===== config.mk =====
export PLATFORM = sky130hd
export DESIGN_NAME = mem_port_arbiter
export DESIGN_NICKNAME = d
export VERILOG_FILES = /design/src/rtl/mem_port_arbiter.sv
export SDC_FILE = /design/constraint.sdc
export NUM_CORES = 1
export LEC_CHECK = 0
export ABC_AREA = 1
export CORE_UTILIZATION = 37
export DETAILED_ROUTE_END_ITERATION = 8
export PLACE_DENSITY = 0.76
export SYNTH_ARGS = -nofsm -noshare
export SYNTH_HDL_FRONTEND = slang
export SYNTH_SLANG_ARGS = --single-unit

===== constraint.sdc =====
create_clock -name clk -period 3.03 [get_ports clk]
set_input_delay 0.909 -clock clk [delete_from_list [all_inputs] [get_ports clk]]
set_output_delay 0.909 -clock clk [all_outputs]
set_load 0.02 [all_outputs]

===== src/rtl/mem_port_arbiter.sv =====
// Shares one memory port between instruction fetch (I) and load/store (D).
// Data wins ties; a streak limit guarantees fetch eventually gets through.
module mem_port_arbiter #(
    parameter int ADDR_W     = 32,
    parameter int DATA_W     = 32,
    parameter int TIMEOUT    = 255,
    parameter int MAX_STREAK = 4
) (
    input  logic                clk,
    input  logic                rst_n,
    input  logic                i_req_i,
    input  logic [ADDR_W-1:0]   i_addr_i,
    output logic [DATA_W-1:0]   i_rdata_o,
    output logic                i_done_o,
    output logic                i_err_o,
    input  logic                d_req_i,
    input  logic                d_we_i,
    input  logic [DATA_W/8-1:0] d_be_i,
    input  logic [ADDR_W-1:0]   d_addr_i,
    input  logic [DATA_W-1:0]   d_wdata_i,
    output logic [DATA_W-1:0]   d_rdata_o,
    output logic                d_done_o,
    output logic                d_err_o,
    output logic                mem_req_o,
    output logic                mem_we_o,
    output logic [DATA_W/8-1:0] mem_be_o,
    output logic [ADDR_W-1:0]   mem_addr_o,
    output logic [DATA_W-1:0]   mem_wdata_o,
    input  logic                mem_ack_i,
    input  logic [DATA_W-1:0]   mem_rdata_i,
    output logic                busy_o
);

    localparam int BE_W = DATA_W / 8;
    localparam int TC_W = (TIMEOUT > 1) ? $clog2(TIMEOUT) : 1;
    localparam int SK_W = $clog2(MAX_STREAK + 1);
    localparam logic [TC_W-1:0] TC_LAST = TC_W'(TIMEOUT - 1);
    localparam logic [SK_W-1:0] SK_MAX  = SK_W'(MAX_STREAK);

    typedef enum logic [1:0] {S_IDLE, S_BUSY, S_RESP} state_t;

    state_t            r_state;
    state_t            w_next;
    logic              r_owner;     // 1 = D owns the port
    logic              r_err;
    logic [SK_W-1:0]   r_streak;
    logic [TC_W-1:0]   r_tcount;
    logic              r_we;
    logic [BE_W-1:0]   r_be;
    logic [ADDR_W-1:0] r_addr;
    logic [DATA_W-1:0] r_wdata;
    logic [DATA_W-1:0] r_rdata;

    logic w_grant_d, w_grant_i, w_ack, w_tmo, w_busy, w_resp;

    always_comb begin
        w_grant_d = (r_state == S_IDLE) && d_req_i && !(i_req_i && (r_streak == SK_MAX));
        w_grant_i = (r_state == S_IDLE) && !w_grant_d && i_req_i;
        w_ack     = (r_state == S_BUSY) && mem_ack_i;
        w_tmo     = (r_state == S_BUSY) && !mem_ack_i && (r_tcount == TC_LAST);
    end

    always_comb begin
        w_next = r_state;
        case (r_state)
            S_IDLE:  if (w_grant_d || w_grant_i) w_next = S_BUSY;
            S_BUSY:  if (w_ack || w_tmo) w_next = S_RESP;
            S_RESP:  w_next = S_IDLE;
            default: w_next = S_IDLE;
        endcase
    end

    always_ff @(posedge clk) begin
        if (!rst_n) r_state <= S_IDLE;
        else        r_state <= w_next;
    end

    always_ff @(posedge clk) begin
        if (!rst_n) begin
            r_owner  <= 1'b0;
            r_err    <= 1'b0;
            r_streak <= '0;
            r_tcount <= '0;
        end else begin
            if (w_grant_d) begin
                r_owner  <= 1'b1;
                r_tcount <= '0;
                // Only count D wins that actually made a waiting fetch wait.
                if (!i_req_i)                r_streak <= '0;
                else if (r_streak != SK_MAX) r_streak <= r_streak + 1'b1;
            end else if (w_grant_i) begin
                r_owner  <= 1'b0;
                r_tcount <= '0;
                r_streak <= '0;
            end else if (r_state == S_BUSY && !w_ack && !w_tmo) begin
                r_tcount <= r_tcount + 1'b1;
            end
            if (w_ack)      r_err <= 1'b0;
            else if (w_tmo) r_err <= 1'b1;
        end
    end

    always_ff @(posedge clk) begin
        if (w_grant_d) begin
            r_we    <= d_we_i;
            r_be    <= d_be_i;
            r_addr  <= d_addr_i;
            r_wdata <= d_wdata_i;
        end else if (w_grant_i) begin
            r_we    <= 1'b0;
            r_be    <= '1;
            r_addr  <= i_addr_i;
            r_wdata <= '0;
        end
        if (w_ack)      r_rdata <= r_we ? '0 : mem_rdata_i;
        else if (w_tmo) r_rdata <= '0;
    end

    // Everything below is decoded from state so reset forces all outputs low.
    assign w_busy      = (r_state == S_BUSY);
    assign w_resp      = (r_state == S_RESP);
    assign busy_o      = (r_state != S_IDLE);
    assign mem_req_o   = w_busy;
    assign mem_we_o    = w_busy & r_we;
    assign mem_be_o    = w_busy ? r_be    : '0;
    assign mem_addr_o  = w_busy ? r_addr  : '0;
    assign mem_wdata_o = w_busy ? r_wdata : '0;
    assign i_done_o    = w_resp & ~r_owner;
    assign d_done_o    = w_resp &  r_owner;
    assign i_err_o     = i_done_o & r_err;
    assign d_err_o     = d_done_o & r_err;
    assign i_rdata_o   = i_done_o ? r_rdata : '0;
    assign d_rdata_o   = d_done_o ? r_rdata : '0;

endmodule

==> results_dict.tcl <==
set metrics [dict create \
    yosysUniqueCellTypes 25 \
    hpwlAfterDp_um 11000 \
    syn_nets 856 \
    outcome "complete, no violations" \
    gr-total-overflow 0 \
    critical_path_class "flop to output pin" \
    hold_viol_final 0 \
    place_congestion 0.791 \
    hold_path_startpoint "r_streak[0]$_SDFFE_PN0P_" \
    finalCritPeriodShare_pct 97.9 \
    timing.max_slew.rel_slack_pct 72.4 \
    setup_viol_count_final 0 \
    first_global_vias 4770 \
    synth-warning-count 0 \
    postSynthAreaPerCell_um2 8.03 \
    ys_seq_area_share_pct 58.1 \
    report.power.total_mw 4.63 \
    finalCriticalPeriod_ns 2.97 \
    timing.hold.worst.class "flop to flop" \
    crit_path_start "r_owner$_SDFFE_PN0P_" \
    floorplan.rows 45 \
    crit_chain "inv_1 > nor3_2 > inv_4 > nor2_1 > clkdlybuf4s50_1" \
    timing.critical_path.max_delay_family "buffers and inverters" \
    powerDensity_nw_per_um2 497 \
    required_ns 2.12 \
    antenna_cells_inserted 0 \
    io_buffer_count 276 \
    grt_max_degree 41 \
    critical_path.max_fanout 33 \
    regToRegStartpoint "r_streak[0]$_SDFFE_PN0P_" \
    cellLeakagePower_nw 4.48 \
    worst_path_max_delay_cell "clkdlybuf4s50_1" \
    grt_overall_usage_pct 19.0 \
    clkTransAtPathRegs_ns 0.05 \
    worst_slew_pin_slew_ns 0.414 \
    postCtsSetupBuffers 0 \
    ctsHoldBuffers 0 \
    cts_sinks 116 \
    final_antenna_net_count 0 \
    clockBufferDepth 2 \
    fmax_mhz 337 \
    initial_utilization_pct 37.9 \
    layout-drive-gt1-share_pct 4.38 \
    area.growth.synth_to_final_pct 62.4 \
    ys_seq_elements 116 \
    place.detailed.instances 1162 \
    grt_setup_unrepaired "yes" \
    critPathBufInv 3 \
    worst_setup_path_start_kind "flop" \
    cts_buffers 17 \
    drv_slew 0 \
    num_vias 5129 \
    clock_skew_ns 0.00657 \
    timing.max_cap.violations 0 \
    clock_insertion_delay_worst_skew_ns 0.39 \
    die_area_um2 16000 \
    fp.dieH_um 126 \
    first_iter_violations 300 \
    vdd.ir_drop.worst_uv 331 \
    cp.arrival_ns 2.06 \
    cpPeakStageDelay_ns 0.61 \
    grt_first_pass_wirelength_um 23400 \
    clock_tree.root_cell "clkbuf_16" \
    drt-total-wl_um 14900 \
    endpoint_kind "output pin" \
    tritoncts "done" \
    final.fill_count 1346 \
    core_um2 15100 \
    synthesis.area_um2 5730 \
    num-nets-final 1135 \
    first_pass_iters 4 \
    quantity_of_gates_resized_following_cts 5 \
    drc 0 \
    htreeDepth 4 \
    routed_wire_per_std_cell_um 12.5 \
    detail_route.vias_per_cell 4.30 \
    final_cell_count_no_fill 1193 \
    die-width_um 126 \
    initial_antenna_violation_count 0 \
    post_synth_inst_count 714 \
    post-route-util_pct 61.5 \
    ios 277 \
]
## cells in the mapped netlist
cell	n	area [µm²]
nor2_1	206	773
inv_1	185	694
nand2_1	132	495
edfxtp_1	101	3030
buf_2	19	95.1
dfxtp_1	15	300
a21oi_1	13	65.1
clkbuf_1	7	26.3
nand3_1	7	35.0
ha_1	4	50.1
inv_2	3	11.3
nand4_1	3	18.8
or2_1	3	18.8
xor2_1	3	26.3
nand2_2	2	12.5
nor3_1	2	10.0
a31oi_1	1	6.26
buf_6	1	11.3
nand3_2	1	10.0
nor2_2	1	6.26
nor2_4	1	11.3
o21ai_0	1	5.00
o21ai_1	1	5.00
o22ai_1	1	6.26
or2_2	1	6.26
## per-layer routing
| metal | track usage [%] | up-vias | wire length [µm] |
|---|---|---|---|
| met5 | 0 | - | 0 |
| met3 | 5.61 | 13 | 1080 |
| met4 | 5.95 | 0 | 159 |
| met2 | 35.0 | 185 | 7800 |
| met1 | 20.9 | 2289 | 5900 |
| li1 | - | 2642 | - |
## stage by stage
stage               setup WS (ns)  cell area (µm²)  TNS (ns)  hold slack, ns
floorplan                   0.537             5740         0           0.431
global placement            0.274             8730         0           0.455
detailed placement          0.242             8730         0           0.469
CTS                        0.0362             9280         0           0.477
global route              -0.0711             9310    -0.924           0.502
finish                     0.0638             9310         0           0.466
## final cells by class
type | instances | area (µm²) | share of cell area [%]
sequential | 116 | 3330 | 35.8
timing repair buffer | 287 | 2920 | 31.3
multi-input combinational | 383 | 1580 | 17.0
inverter | 188 | 711 | 7.63
clock buffer | 22 | 444 | 4.77
tap | 188 | 235 | 2.53
clock inverter | 9 | 87.6 | 0.941
## cell usage in the layout (no fill, tap or decap), types with 2 or more instances in the layout
| cell type | n |
|---|---|
| a21oi_1 | 13 |
| buf_12 | 3 |
| buf_4 | 8 |
| bufinv_16 | 2 |
| clkbuf_1 | 5 |
| clkbuf_16 | 17 |
| clkdlybuf4s50_1 | 261 |
| clkinv_1 | 6 |
| dfxtp_1 | 15 |
| dlymetal6s2s_1 | 14 |
| edfxtp_1 | 101 |
| ha_1 | 4 |
| inv_1 | 185 |
| inv_4 | 2 |
| nand2_1 | 131 |
| nand2_2 | 2 |
| nand3_1 | 6 |
| nand3_2 | 2 |
| nand4_1 | 3 |
| nor2_1 | 206 |
| nor3_2 | 2 |
| or2_1 | 3 |
| xor2_1 | 3 |
## flip-flops by register name (all words and copies together), names as in the netlist
| register | count |
|---|---|
| r_addr | 32 |
| r_we | 1 |
| r_wdata | 32 |
| r_rdata | 32 |
| r_tcount | 8 |
| r_owner | 1 |
| r_streak | 3 |
| r_be | 4 |
| r_err | 1 |
| r_state | 2 |
## logic make-up after synthesis
group                      count (synthesis)  synth area share (%)
AOI/OAI and AO/OA                         17                  1.53
xor gates and xnor gates                   3                 0.458
adders and majority gates                  4                 0.873
buffers and inverters                    215                  14.6
DFF                                      116                  58.1
and+or+nand+nor                          359                  24.4
## final timing paths
kind	to	slack (ns)	cells past startpoint
setup reg to reg	r_addr[28]$_DFFE_PP_	1.18	6
hold / removal	r_streak[0]$_SDFFE_PN0P_	0.47	1
hold reg to reg	r_streak[0]$_SDFFE_PN0P_	0.47	1
setup / recovery	d_rdata_o[4]	0.06	5
## worst reg2reg max path, stage by stage (launching register included)
cell	delay [ns]
dfxtp_1	0.35
inv_1	0.07
ha_1	0.19
nand3_1	0.12
nand3_2	0.31
nand2_4	0.21
buf_12	0.25
## where the power goes
part | internal [mW] | switching, mW
clock | 1.18 | 0.635
combinational | 0.405 | 0.457
sequential | 1.92 | 0.0361
total | 3.50 | 1.13
(Power assumes the default switching activity.)
